## src/rtl/ip_yuv_444.sv

```systemverilog
// -----------------------------------------------------------------------------
// ip_yuv_444
//   Rebuilds an 8-bit-per-component YUV444 stream from a 16-bit YUV422 stream
//   (Y per beat, Cb/Cr interleaved across pixel pairs). It is the inverse of
//   the 444->422 down-sampler and sits on the receive side of the 422 link.
//   Chroma for an even pixel needs the Cr of the following odd beat, so the
//   beats run through a short look-ahead pipeline before the output register.
//
//   Optional feature (compile-time macro YUV_444_INTERP_EN):
//     undefined : chroma replicated across each pair, latency 3 clocks.
//     defined   : odd pixels take the truncated mean of pair k and pair k+1,
//                 latency 5 clocks.
//
// Ports
//   yuv_444_clk, yuv_444_rst_n    clock, asynchronous active-low reset
//   i_vstr/i_vend/i_hstr/i_hend   frame/line strobes aligned with i_dvld
//   i_dvld, i_422_data[15:0]      input beat valid and packed Y+C
//   r_yuv_swap_yc                 0: {Y,C}  1: {C,Y}  (quasi-static)
//   o_444_vstr/vend/hstr/hend     strobes delayed by the pipeline latency
//   o_444_dvld                    output pixel valid
//   o_444_data_y/cb/cr[7:0]       output components, zero when not valid
// -----------------------------------------------------------------------------
module ip_yuv_444 #(
  parameter logic [7:0] C_NEUTRAL = 8'h80
) (
  input  logic        yuv_444_clk,
  input  logic        yuv_444_rst_n,
  input  logic        i_vstr,
  input  logic        i_vend,
  input  logic        i_hstr,
  input  logic        i_hend,
  input  logic        i_dvld,
  input  logic [15:0] i_422_data,
  input  logic        r_yuv_swap_yc,
  output logic        o_444_vstr,
  output logic        o_444_vend,
  output logic        o_444_hstr,
  output logic        o_444_hend,
  output logic        o_444_dvld,
  output logic [7:0]  o_444_data_y,
  output logic [7:0]  o_444_data_cb,
  output logic [7:0]  o_444_data_cr
);

  // One unpacked input beat. strb = {vstr, vend, hstr, hend}.
  typedef struct packed {
    logic       vld;
    logic       ph;
    logic [3:0] strb;
    logic [7:0] y;
    logic [7:0] c;
  } beat_t;

  // Look-ahead stages ahead of the output register. The current pixel sits in
  // the last stage; earlier stages hold the beats that follow it.
`ifdef YUV_444_INTERP_EN
  localparam int C_DEPTH = 4;
`else
  localparam int C_DEPTH = 2;
`endif

  logic       r_phase;     // phase the next valid beat will take
  logic       w_beat_ph;
  beat_t      w_in;
  beat_t      r_pipe [C_DEPTH];
  logic [7:0] r_cb_hold;   // Cb of the pair whose odd pixel is being emitted
  logic [7:0] w_cb;
  logic [7:0] w_cr;

  logic       r_o_vld;
  logic [3:0] r_o_strb;
  logic [7:0] r_o_y;
  logic [7:0] r_o_cb;
  logic [7:0] r_o_cr;

`ifdef YUV_444_INTERP_EN
  // Truncated mean through a 9-bit sum.
  function automatic logic [7:0] avg(input logic [7:0] a, input logic [7:0] b);
    return 8'(({1'b0, a} + {1'b0, b}) >> 1);
  endfunction
`endif

  // Input unpacking and phase of the current beat (hstr always starts a pair).
  // NOTE: every always_comb output gets a value on every path, starting from a
  // default, so no latch can be inferred.
  always_comb begin
    w_beat_ph = i_hstr ? 1'b0 : r_phase;
    w_in.vld  = i_dvld;
    w_in.ph   = w_beat_ph;
    w_in.strb = {i_vstr, i_vend, i_hstr, i_hend};
    w_in.y    = r_yuv_swap_yc ? i_422_data[7:0]  : i_422_data[15:8];
    w_in.c    = r_yuv_swap_yc ? i_422_data[15:8] : i_422_data[7:0];
  end

  // NOTE: state is updated with non-blocking assignments so every register
  // samples pre-edge values regardless of block ordering.
  always_ff @(posedge yuv_444_clk or negedge yuv_444_rst_n) begin
    if (!yuv_444_rst_n) begin
      r_phase <= 1'b0;
    end else if (!i_dvld) begin
      r_phase <= 1'b0;
    end else begin
      r_phase <= ~w_beat_ph;
    end
  end

  // Beat pipeline and pair latch.
  // NOTE: the pipeline is a handful of flops, not a RAM, so every stage is
  // reset; a reset mid-line therefore drops all in-flight beats.
  always_ff @(posedge yuv_444_clk or negedge yuv_444_rst_n) begin
    if (!yuv_444_rst_n) begin
      for (int i = 0; i < C_DEPTH; i++) r_pipe[i] <= '0;
      r_cb_hold <= '0;
    end else begin
      r_pipe[0] <= w_in;
      for (int i = 1; i < C_DEPTH; i++) r_pipe[i] <= r_pipe[i-1];
      if (r_pipe[C_DEPTH-1].vld && !r_pipe[C_DEPTH-1].ph)
        r_cb_hold <= r_pipe[C_DEPTH-1].c;
    end
  end

  // Chroma selection for the pixel in the last stage.
  always_comb begin
    w_cb = r_pipe[C_DEPTH-1].c;
    w_cr = C_NEUTRAL;
    if (!r_pipe[C_DEPTH-1].ph) begin
      // Even pixel: Cr comes from the odd beat directly behind it. A valid
      // phase-1 beat there can only be this pixel's partner; anything else
      // means the pixel is unpaired and gets the neutral Cr.
      if (r_pipe[C_DEPTH-2].vld && r_pipe[C_DEPTH-2].ph)
        w_cr = r_pipe[C_DEPTH-2].c;
    end else begin
      w_cb = r_cb_hold;
      w_cr = r_pipe[C_DEPTH-1].c;
`ifdef YUV_444_INTERP_EN
      // Interpolate only when pair k+1 is complete on the same line: this
      // pixel is not hend, the next beat continues the line, and the beat
      // after it carries Cr_{k+1}. An incomplete next pair counts as absent,
      // so the odd pixel replicates pair k rather than blending toward the
      // substituted neutral chroma.
      if (!r_pipe[3].strb[0] && r_pipe[2].vld && !r_pipe[2].strb[1] &&
          r_pipe[1].vld && r_pipe[1].ph) begin
        w_cb = avg(r_cb_hold, r_pipe[2].c);
        w_cr = avg(r_pipe[3].c, r_pipe[1].c);
      end
`endif
    end
  end

  // Output register; data is forced to zero outside valid pixels.
  always_ff @(posedge yuv_444_clk or negedge yuv_444_rst_n) begin
    if (!yuv_444_rst_n) begin
      r_o_vld  <= 1'b0;
      r_o_strb <= '0;
      r_o_y    <= '0;
      r_o_cb   <= '0;
      r_o_cr   <= '0;
    end else begin
      r_o_vld  <= r_pipe[C_DEPTH-1].vld;
      r_o_strb <= r_pipe[C_DEPTH-1].strb;
      r_o_y    <= r_pipe[C_DEPTH-1].vld ? r_pipe[C_DEPTH-1].y : 8'h00;
      r_o_cb   <= r_pipe[C_DEPTH-1].vld ? w_cb : 8'h00;
      r_o_cr   <= r_pipe[C_DEPTH-1].vld ? w_cr : 8'h00;
    end
  end

  assign o_444_vstr    = r_o_strb[3];
  assign o_444_vend    = r_o_strb[2];
  assign o_444_hstr    = r_o_strb[1];
  assign o_444_hend    = r_o_strb[0];
  assign o_444_dvld    = r_o_vld;
  assign o_444_data_y  = r_o_y;
  assign o_444_data_cb = r_o_cb;
  assign o_444_data_cr = r_o_cr;

endmodule

```

## config.mk

```make
export PLATFORM = sky130hd
export DESIGN_NAME = ip_yuv_444
export DESIGN_NICKNAME = d
export VERILOG_FILES = /design/src/rtl/ip_yuv_444.sv
export SDC_FILE = /design/constraint.sdc
export NUM_CORES = 1
export LEC_CHECK = 0
export BUFFER_PORTS_ARGS = -buffer_cell sky130_fd_sc_hd__buf_2
export CORE_UTILIZATION = 26
export CTS_CLUSTER_SIZE = 12
export DETAILED_ROUTE_END_ITERATION = 16
export HOLD_SLACK_MARGIN = 0.12
export SYNTH_ARGS = -nofsm -noshare
export SYNTH_HDL_FRONTEND = slang
export SYNTH_SLANG_ARGS = --single-unit
```

## constraint.sdc

```tcl
create_clock -name yuv_444_clk -period 1.6 [get_ports yuv_444_clk]
set_input_delay 0 -clock yuv_444_clk [delete_from_list [all_inputs] [get_ports yuv_444_clk]]
set_output_delay 0 -clock yuv_444_clk [all_outputs]
set_load 0.005 [all_outputs]
```

==> results.ini, run 1 <==
[placed_design]
hpwl_mm=3.064
port_buffers=52
gp_congestion=0.6812

[detailed_routing]
wl_mm=5.058
drtIter0Drc=21
firstDrtPassIters=4
final_antenna_net_count=0
drt-vias-per-instance=3.937
drcViolationCount=0
wl_per_cell_um=12.84
vias=1551

[sta]
finalSetupViolCount=0
hold_slack_ns=0.1162
rsz0062_at_grt=false
fin_skew_ns=0.009142
finalCriticalPeriod_ns=1.246
max_freq_mhz=802.6
fin_setup_tns_ns=0
finalHoldViolCount=0
drv_slew=0
worstMarginPinSlew_ns=0.3995
min_period_over_period_pct=77.87
max-slew-margin-rel_pct=73.37

[clock_tree]
clkLatencyLatePin_ns=0.35
cts_sinks=82
cts_setup_buffers=0
cts_resized=0
clk_pin_slew_ns=0.09
cts_tree=done
cts_inserted_buffers=9
ctsHoldBuffers=30
htreeDepth=3
cts_root_buf=clkbuf_8
clk_path_buf_depth=2

[floorplan]
fp-row-count=37
dieArea_sq_um=11100
die_h_um=105.3
die_w_um=105.3
coreArea_sq_um=10320
io_pins=53
initial_core_util_pct=26.89

[min_path]
worstHoldPathType=in2async

[yosys]
ys_types=16
yosys.area.top_type=dfrtp_1
synth_cells=167
seq_area_frac_synth_pct=73.91
synth_area_leaders=dfrtp_1, mux2_2, mux2_4, mux2i_1, nor2b_1
syn-num-nets=191
syn_area_per_cell_sq_um=16.63
ys_seq_elements=82
yosysWarnings=0
syn_area_sq_um=2776
netlist.area_leader.share_pct=73.91

[pwr]
finalPower_mw=4.155
power_leakage_nw=1.707
irDropWorstVdd_v=0.0003809
power_density_nw_per_um2=1129

[flow_run]
cap_violations=0

[worst_setup_path]
crit_path_end_kind=register
path_max_fanout=2
start_kind=input port
required_ns=1.83
critPathKind=in2reg
worstPathArrival_ns=1.48

[run_status]
outcome=finished clean

[cells_and_area]
fin_util_pct=35.66
drive_gt1_share_pct=37.21
fin_nets=277
antenna_cells=0
mostFrequentLayoutCell=dfrtp_1
final_cell_mix=dfrtp_1, buf_2, dlygate4sd3_1, mux2_2, nor2b_1
syn_to_final_growth_pct=32.58
fill_cells=1011

[grt]
grt.overflow.total=0
grt.total_usage_pct=10.09
grt_start_max_net_pins=54
grt_pass1_wl_mm=8.266
first_global_vias=1630
antenna_found_initial=0

## synth_stat cells
cell / instances
mux2_2: 16
dfrtp_1: 82
o311a_1: 1
and2_1: 8
nand2b_1: 1
nor2b_1: 10
nand4b_1: 7
nand2b_4: 1
buf_2: 4
mux2i_1: 8
clkbuf_1: 3
buf_1: 1
mux2_4: 8
a21boi_0: 7
nand2_1: 8
buf_6: 2
## power by group
group	switching, mW	internal (mW)
clock network	0.757	0.718
registers	0.0748	2.22
logic	0.154	0.228
## logic make-up (layout without fill, tap and decap cells)
| kind of cell | count (synthesis) | count (layout) | synth area share (%) |
|---|---|---|---|
| compound gates | 8 | 8 | 2.253 |
| mux | 32 | 32 | 13.70 |
| flops | 82 | 82 | 73.91 |
| buf+inv | 10 | 101 | 2.073 |
| simple gates | 35 | 35 | 8.067 |
## worst paths after layout
path	startpoint	to	slack, ns	depth (start not counted)
worst max-delay path	i_422_data[5]	r_pipe[27]	0.35	4
worst min-delay path	yuv_444_rst_n	o_444_data_cb[6]	0.12	2
worst max register to register	r_pipe[20]	o_444_data_cr[5]	0.49	3
worst min register to register	r_pipe[18]	r_o_strb[2]	0.35	0
max in group asynchronous	yuv_444_rst_n	o_444_data_cb[3]	0.87	3
min in group yuv_444_clk	r_yuv_swap_yc	r_pipe[28]	0.14	2
## metrics by stage
step                      area (sq um)  cells  setup WS, ns
final                             3681    394        0.3540
after global routing              3681    394        0.3671
after CTS                         3681    394        0.3934
after detailed placement          3187    348        0.4820
after global placement            3187    348        0.5354
after floorplan                   2776    167        0.4463
## flip-flops by register name (all words and copies together), names as in the netlist
signal	flops
o_444_dvld	1
r_pipe	44
r_phase	1
r_o_strb	4
o_444_data_y	8
o_444_data_cb	8
o_444_data_cr	8
r_cb_hold	8
## layout make-up
class | count | area (sq um) | area share (%)
Clock inverter | 7 | 70.07 | 1.903
Sequential cell | 82 | 2052 | 55.74
Timing Repair Buffer | 85 | 598.1 | 16.25
Multi-Input combinational cell | 75 | 666.9 | 18.12
Tap cell | 136 | 170.2 | 4.623
Clock buffer | 9 | 123.9 | 3.365
## metal layers
| layer | part of all wire (%) | vias up | GRT usage [%] | routed length [um] |
|---|---|---|---|---|
| li1 | - | 728 | - | - |
| met1 | 47 | 775 | 12.97 | 2400 |
| met2 | 46 | 41 | 14.90 | 2334 |
| met3 | 4.4 | 7 | 3.278 | 222 |
| met4 | 2.0 | 0 | 5.734 | 99 |
| met5 | 0 | - | 0 | 0 |
## worst max-delay path, stage by stage
cell and delay [ns]:
dlygate4sd3_1 0.54, buf_2 0.13, mux2_2 0.25, dlygate4sd3_1 0.56
(Power assumes the default switching activity.)
==> run 2, diff against run 1 <==
==> constraint.sdc (replaced) <==
create_clock -name yuv_444_clk -period 1.08 [get_ports yuv_444_clk]
set_input_delay 0 -clock yuv_444_clk [delete_from_list [all_inputs] [get_ports yuv_444_clk]]
set_output_delay 0 -clock yuv_444_clk [all_outputs]
set_load 0.005 [all_outputs]
==> results.ini, run 2 (same netlist as run 1, synthesis figures left out) <==
[sta]
drv_slew=0
rsz0062_at_grt=true
max-slew-margin-rel_pct=70.22
finalSetupViolCount=0
min_period_over_period_pct=98.48
finalCriticalPeriod_ns=1.064
finalHoldViolCount=0
max_freq_mhz=940.2
worstMarginPinSlew_ns=0.4467
fin_skew_ns=0.009336

[clock_tree]
cts_inserted_buffers=9
cts_root_buf=clkbuf_8
clkLatencyLatePin_ns=0.34
clk_pin_slew_ns=0.08
clk_path_buf_depth=2
htreeDepth=3
cts_tree=done
cts_sinks=82

[cells_and_area]
fill_cells=1003
fin_util_pct=35.01
regMostFlops=r_pipe
syn_to_final_growth_pct=30.19
largest_register_ff_count=44
antenna_cells=0
drive_gt1_share_pct=39.04
mostFrequentLayoutCell=dfrtp_1
final_cell_mix=dfrtp_1, buf_2, dlygate4sd3_1, mux2_2, clkbuf_8
fin_nets=270

[worst_setup_path]
worstPathArrival_ns=1.29
path_max_fanout=8
reg2reg_to=r_cb_hold[5]
required_ns=1.31
cpPeakStageDelay_ns=0.41
reg2regPathDepth=2
cpMaxStageDelayCell=dfrtp_1
regToRegSetupSlack_ns=0.02
worstSetupEndpoint=r_cb_hold[5]
startpoint=r_pipe[20]
cp_top_family=flip-flops
crit_path_end_kind=register
worstReg2RegStart=r_pipe[20]
start_kind=register
critPathKind=reg2reg
cp_num_cells=2
cp.buffers_inverters=0
worstPathCellList=nand2b_4, mux2_4

[pwr]
power_density_nw_per_um2=1650
irDropWorstVdd_v=0.0004964
power_leakage_nw=1.679
finalPower_mw=5.966

[min_path]
worstHoldPathType=in2reg

[detailed_routing]
wl_per_cell_um=12.29
drcViolationCount=0
drt-vias-per-instance=3.886
vias=1504
firstDrtPassIters=4
final_antenna_net_count=0
drtIter0Drc=45
wl_mm=4.757

[run_status]
outcome=finished clean

[floorplan]
fp-row-count=37
initial_core_util_pct=26.89
dieArea_sq_um=11100
coreArea_sq_um=10320
die_w_um=105.3
die_h_um=105.3
io_pins=53

[placed_design]
port_buffers=52
gp_congestion=0.6689
hpwl_mm=2.890

[grt]
grt_pass1_wl_mm=7.941
grt_start_max_net_pins=83
antenna_found_initial=0
grt.total_usage_pct=9.705
grt.overflow.total=0
first_global_vias=1573

[flow_run]
cap_violations=0

-- run 2: power by group --
group	internal [mW]	total, mW	switching (mW)	leakage (nW)
registers	3.30	3.40	0.104	0.994
clock network	0.959	2.02	1.06	0.0924
logic	0.318	0.542	0.225	0.593
-- run 2: area by class of cell --
cell class	instances	area [sq um]	share of cell area [%]
clock buffers	12	155.1	4.292
repair buffers	78	536.8	14.85
clock inverters	4	26.28	0.7269
well taps	136	170.2	4.708
flip-flops and latches	82	2052	56.77
multi-input cells	75	674.4	18.66
-- run 2: how the worst min path moves through the flow --
stage	cells past startpoint	start	endpoint	slack, ns
2_1_floorplan	0	yuv_444_rst_n	o_444_data_cb[0]	-0.30
3_3_place_gp	2	yuv_444_rst_n	o_444_data_cb[4]	0.06
3_5_place_dp	2	yuv_444_rst_n	o_444_data_cb[4]	0.07
4_1_cts	2	r_yuv_swap_yc	r_pipe[37]	0.14
5_1_grt	2	r_yuv_swap_yc	r_pipe[36]	0.16
6_report	2	r_yuv_swap_yc	r_pipe[37]	0.16
-- run 2: repair_timing --
item                                   4_1_cts  5_1_grt
endpoints found under the hold margin      105        0
buffers inserted                             0        0
pin swaps                                    0        1
gates resized for setup                      3        8
setup endpoints to repair                    2        6
hold buffers                                22        0
-- run 2: routing by layer --
layer  track usage [%]  part of all wire, %
met4             5.433                  1.8
met5                 0                    0
met3             3.092                  4.1
met2             14.00                   46
met1             12.83                   48
-- run 2: stage by stage --
step	hold slack [ns]	worst slack [ns]	cells	area [sq um]	setup TNS (ns)
detailed placement	0.06773	-0.02737	349	3194	-0.02737
global route	0.1552	-0.01708	387	3615	-0.07871
floorplan	-0.2956	-0.07366	167	2776	-0.6233
CTS	0.1373	0.01052	387	3600	0
global placement	0.06089	-0.005680	349	3194	-0.005680
finish	0.1582	0.01642	387	3615	0
==> run 3, diff against run 2 <==
--- a/config.mk
+++ b/config.mk
@@ -5,6 +5,7 @@
 export SDC_FILE = /design/constraint.sdc
 export NUM_CORES = 1
 export LEC_CHECK = 0
+export ABC_AREA = 1
 export BUFFER_PORTS_ARGS = -buffer_cell sky130_fd_sc_hd__buf_2
 export CORE_UTILIZATION = 26
 export CTS_CLUSTER_SIZE = 12
==> results.ini, run 3 <==
[detailed_routing]
vias=1622
drt-vias-per-instance=3.746
wl_per_cell_um=10.56
firstDrtPassIters=4
wl_mm=4.574
drcViolationCount=0
final_antenna_net_count=0
drtIter0Drc=48

[cells_and_area]
mostFrequentLayoutCell=dfrtp_1
regMostFlops=r_pipe
drive_gt1_share_pct=24.33
largest_register_ff_count=44
final_cell_mix=dfrtp_1, buf_2, nand2_1, inv_1, o21ai_0
fin_nets=320
antenna_cells=0
final_area_sq_um=3482
syn_to_final_growth_pct=33.09

[yosys]
netlist.area_leader.share_pct=78.43
synth_enable_flop_cells=0
syn-num-nets=234
syn_area_per_cell_sq_um=12.46
yosysWarnings=0
ys_types=12
synthArstFlopShare_pct=100.0
ys_seq_elements=82
syn_area_sq_um=2616
yosys.area.top_type=dfrtp_1
synth.most_common_cell=dfrtp_1
ys.flop_type=dfrtp_1
synth_cells=210
seq_area_frac_synth_pct=78.43
synth_area_leaders=dfrtp_1, nand2_1, o21ai_0, inv_1, a21oi_1
synthTopCellsByCount=dfrtp_1, nand2_1, inv_1

[clock_tree]
cts_sinks=82
clk_path_buf_depth=2
clk_pin_slew_ns=0.07
ctsHoldBuffers=23
cts_resized=0
cts_inserted_buffers=9
clkLatencyLatePin_ns=0.34
cts_root_buf=clkbuf_8
cts_tree=done
htreeDepth=3
cts_setup_buffers=0

[worst_setup_path]
reg2reg_to=o_444_data_cb[5]
worstReg2RegStart=r_pipe[21]
crit_path_end_kind=register
regToRegSetupSlack_ns=0.11
path_max_fanout=12
start_kind=register
startpoint=r_pipe[21]
critPathKind=reg2reg
worstPathArrival_ns=1.19
reg2regPathDepth=5
worstSetupEndpoint=o_444_data_cb[5]
required_ns=1.30

[floorplan]
dieArea_sq_um=10470
fp-row-count=36
die_w_um=102.3
initial_core_util_pct=26.77
coreArea_sq_um=9774
die_h_um=102.3
io_pins=53

[placed_design]
gp_congestion=0.7918
hpwl_mm=3.165
placed_cell_area_sq_um=3067
dpl_worst_slack_ns=0.1115
port_buffers=52

[sta]
fin_skew_ns=0.009277
finalHoldViolCount=0
finalCriticalPeriod_ns=0.9722
drv_slew=0
finalSetupViolCount=0
worstMarginPinSlew_ns=0.4236
max-slew-margin-rel_pct=71.76
setup_slack_ns=0.1078
min_period_over_period_pct=90.01
fin_setup_tns_ns=0
max_freq_mhz=1029
rsz0062_at_grt=false

[grt]
grt.total_usage_pct=10.21
first_global_vias=1656
antenna_found_initial=0
grt_start_max_net_pins=33
grt.overflow.total=0
grt_pass1_wl_mm=7.665

[pwr]
power_leakage_nw=1.816
internal-power_mw=4.619
irDropWorstVdd_v=0.0008911
p_clk_share_pct=34.8
pwr-share-comb_pct=7.9
p_sw_share_pct=21.53
switchingPower_mw=1.268
seqPwrFrac_pct=57.3
power_density_nw_per_um2=1691

[flow_run]
cap_violations=0

[run_status]
outcome=finished clean

[min_path]
worstHoldPathType=in2async

[run 3: area by class of cell]
class | count | area (sq um)
Multi-Input combinational cell | 93 | 406.6
Clock buffer | 12 | 145.1
Tap cell | 133 | 166.4
Inverter | 29 | 108.9
Timing Repair Buffer | 81 | 563.0
Fill cell | 983 | 6292
Sequential cell | 82 | 2052
Clock inverter | 3 | 40.04
[run 3: worst max-delay path, stage by stage, from the launching register on]
cell and delay (ns):
dfrtp_1 0.42, inv_2 0.08, nor2_4 0.03, buf_4 0.16, nand2_1 0.07, o21ai_0 0.08
[run 3: worst min path at each step]
stage          slack, ns  depth (start not counted)               end
6_report            0.14                          2        r_pipe[40]
2_1_floorplan      -0.30                          0  o_444_data_cb[0]
5_1_grt             0.17                          2        r_pipe[40]
4_1_cts             0.13                          2       r_o_strb[2]
3_5_place_dp       -0.03                          1       r_o_strb[2]
3_3_place_gp       -0.04                          1       r_o_strb[2]
[run 3: power by group through the flow]
| stage | Sequential [mW] | Clock (mW) | Combinational, mW |
|---|---|---|---|
| 2_1_floorplan | 3.42 | 0 | 0.171 |
| 3_3_place_gp | 3.43 | 0 | 0.400 |
| 3_5_place_dp | 3.44 | 0 | 0.408 |
| 4_1_cts | 3.38 | 2.12 | 0.472 |
| 5_1_grt | 3.40 | 2.27 | 0.542 |
| 6_report | 3.37 | 2.05 | 0.465 |
[run 3: through the flow]
| stage | hold slack, ns | util [%] | cells | total power, mW |
|---|---|---|---|---|
| after floorplan | -0.2956 | - | 210 | 3.590 |
| after global placement | -0.03827 | 31.37 | 395 | 3.829 |
| after detailed placement | -0.03444 | 31.37 | 395 | 3.845 |
| after CTS | 0.1338 | 35.62 | 433 | 5.965 |
| after global routing | 0.1685 | 35.62 | 433 | 6.208 |
| final | 0.1442 | 35.62 | 433 | 5.887 |
[run 3: cell families after synthesis]
family	share of synthesized area, %
DFF	78.43
AOI/OAI and AO/OA	6.313
and+or+nand+nor	9.230
buffers and inverters	6.025
[run 3: per-layer routing]
metal	global-route usage, %	share of wire [%]	routed length (um)
met1	11.88	46	2094
met2	16.73	48	2176
met3	4.925	5.8	264
met4	2.967	0.85	39
met5	0	0	0
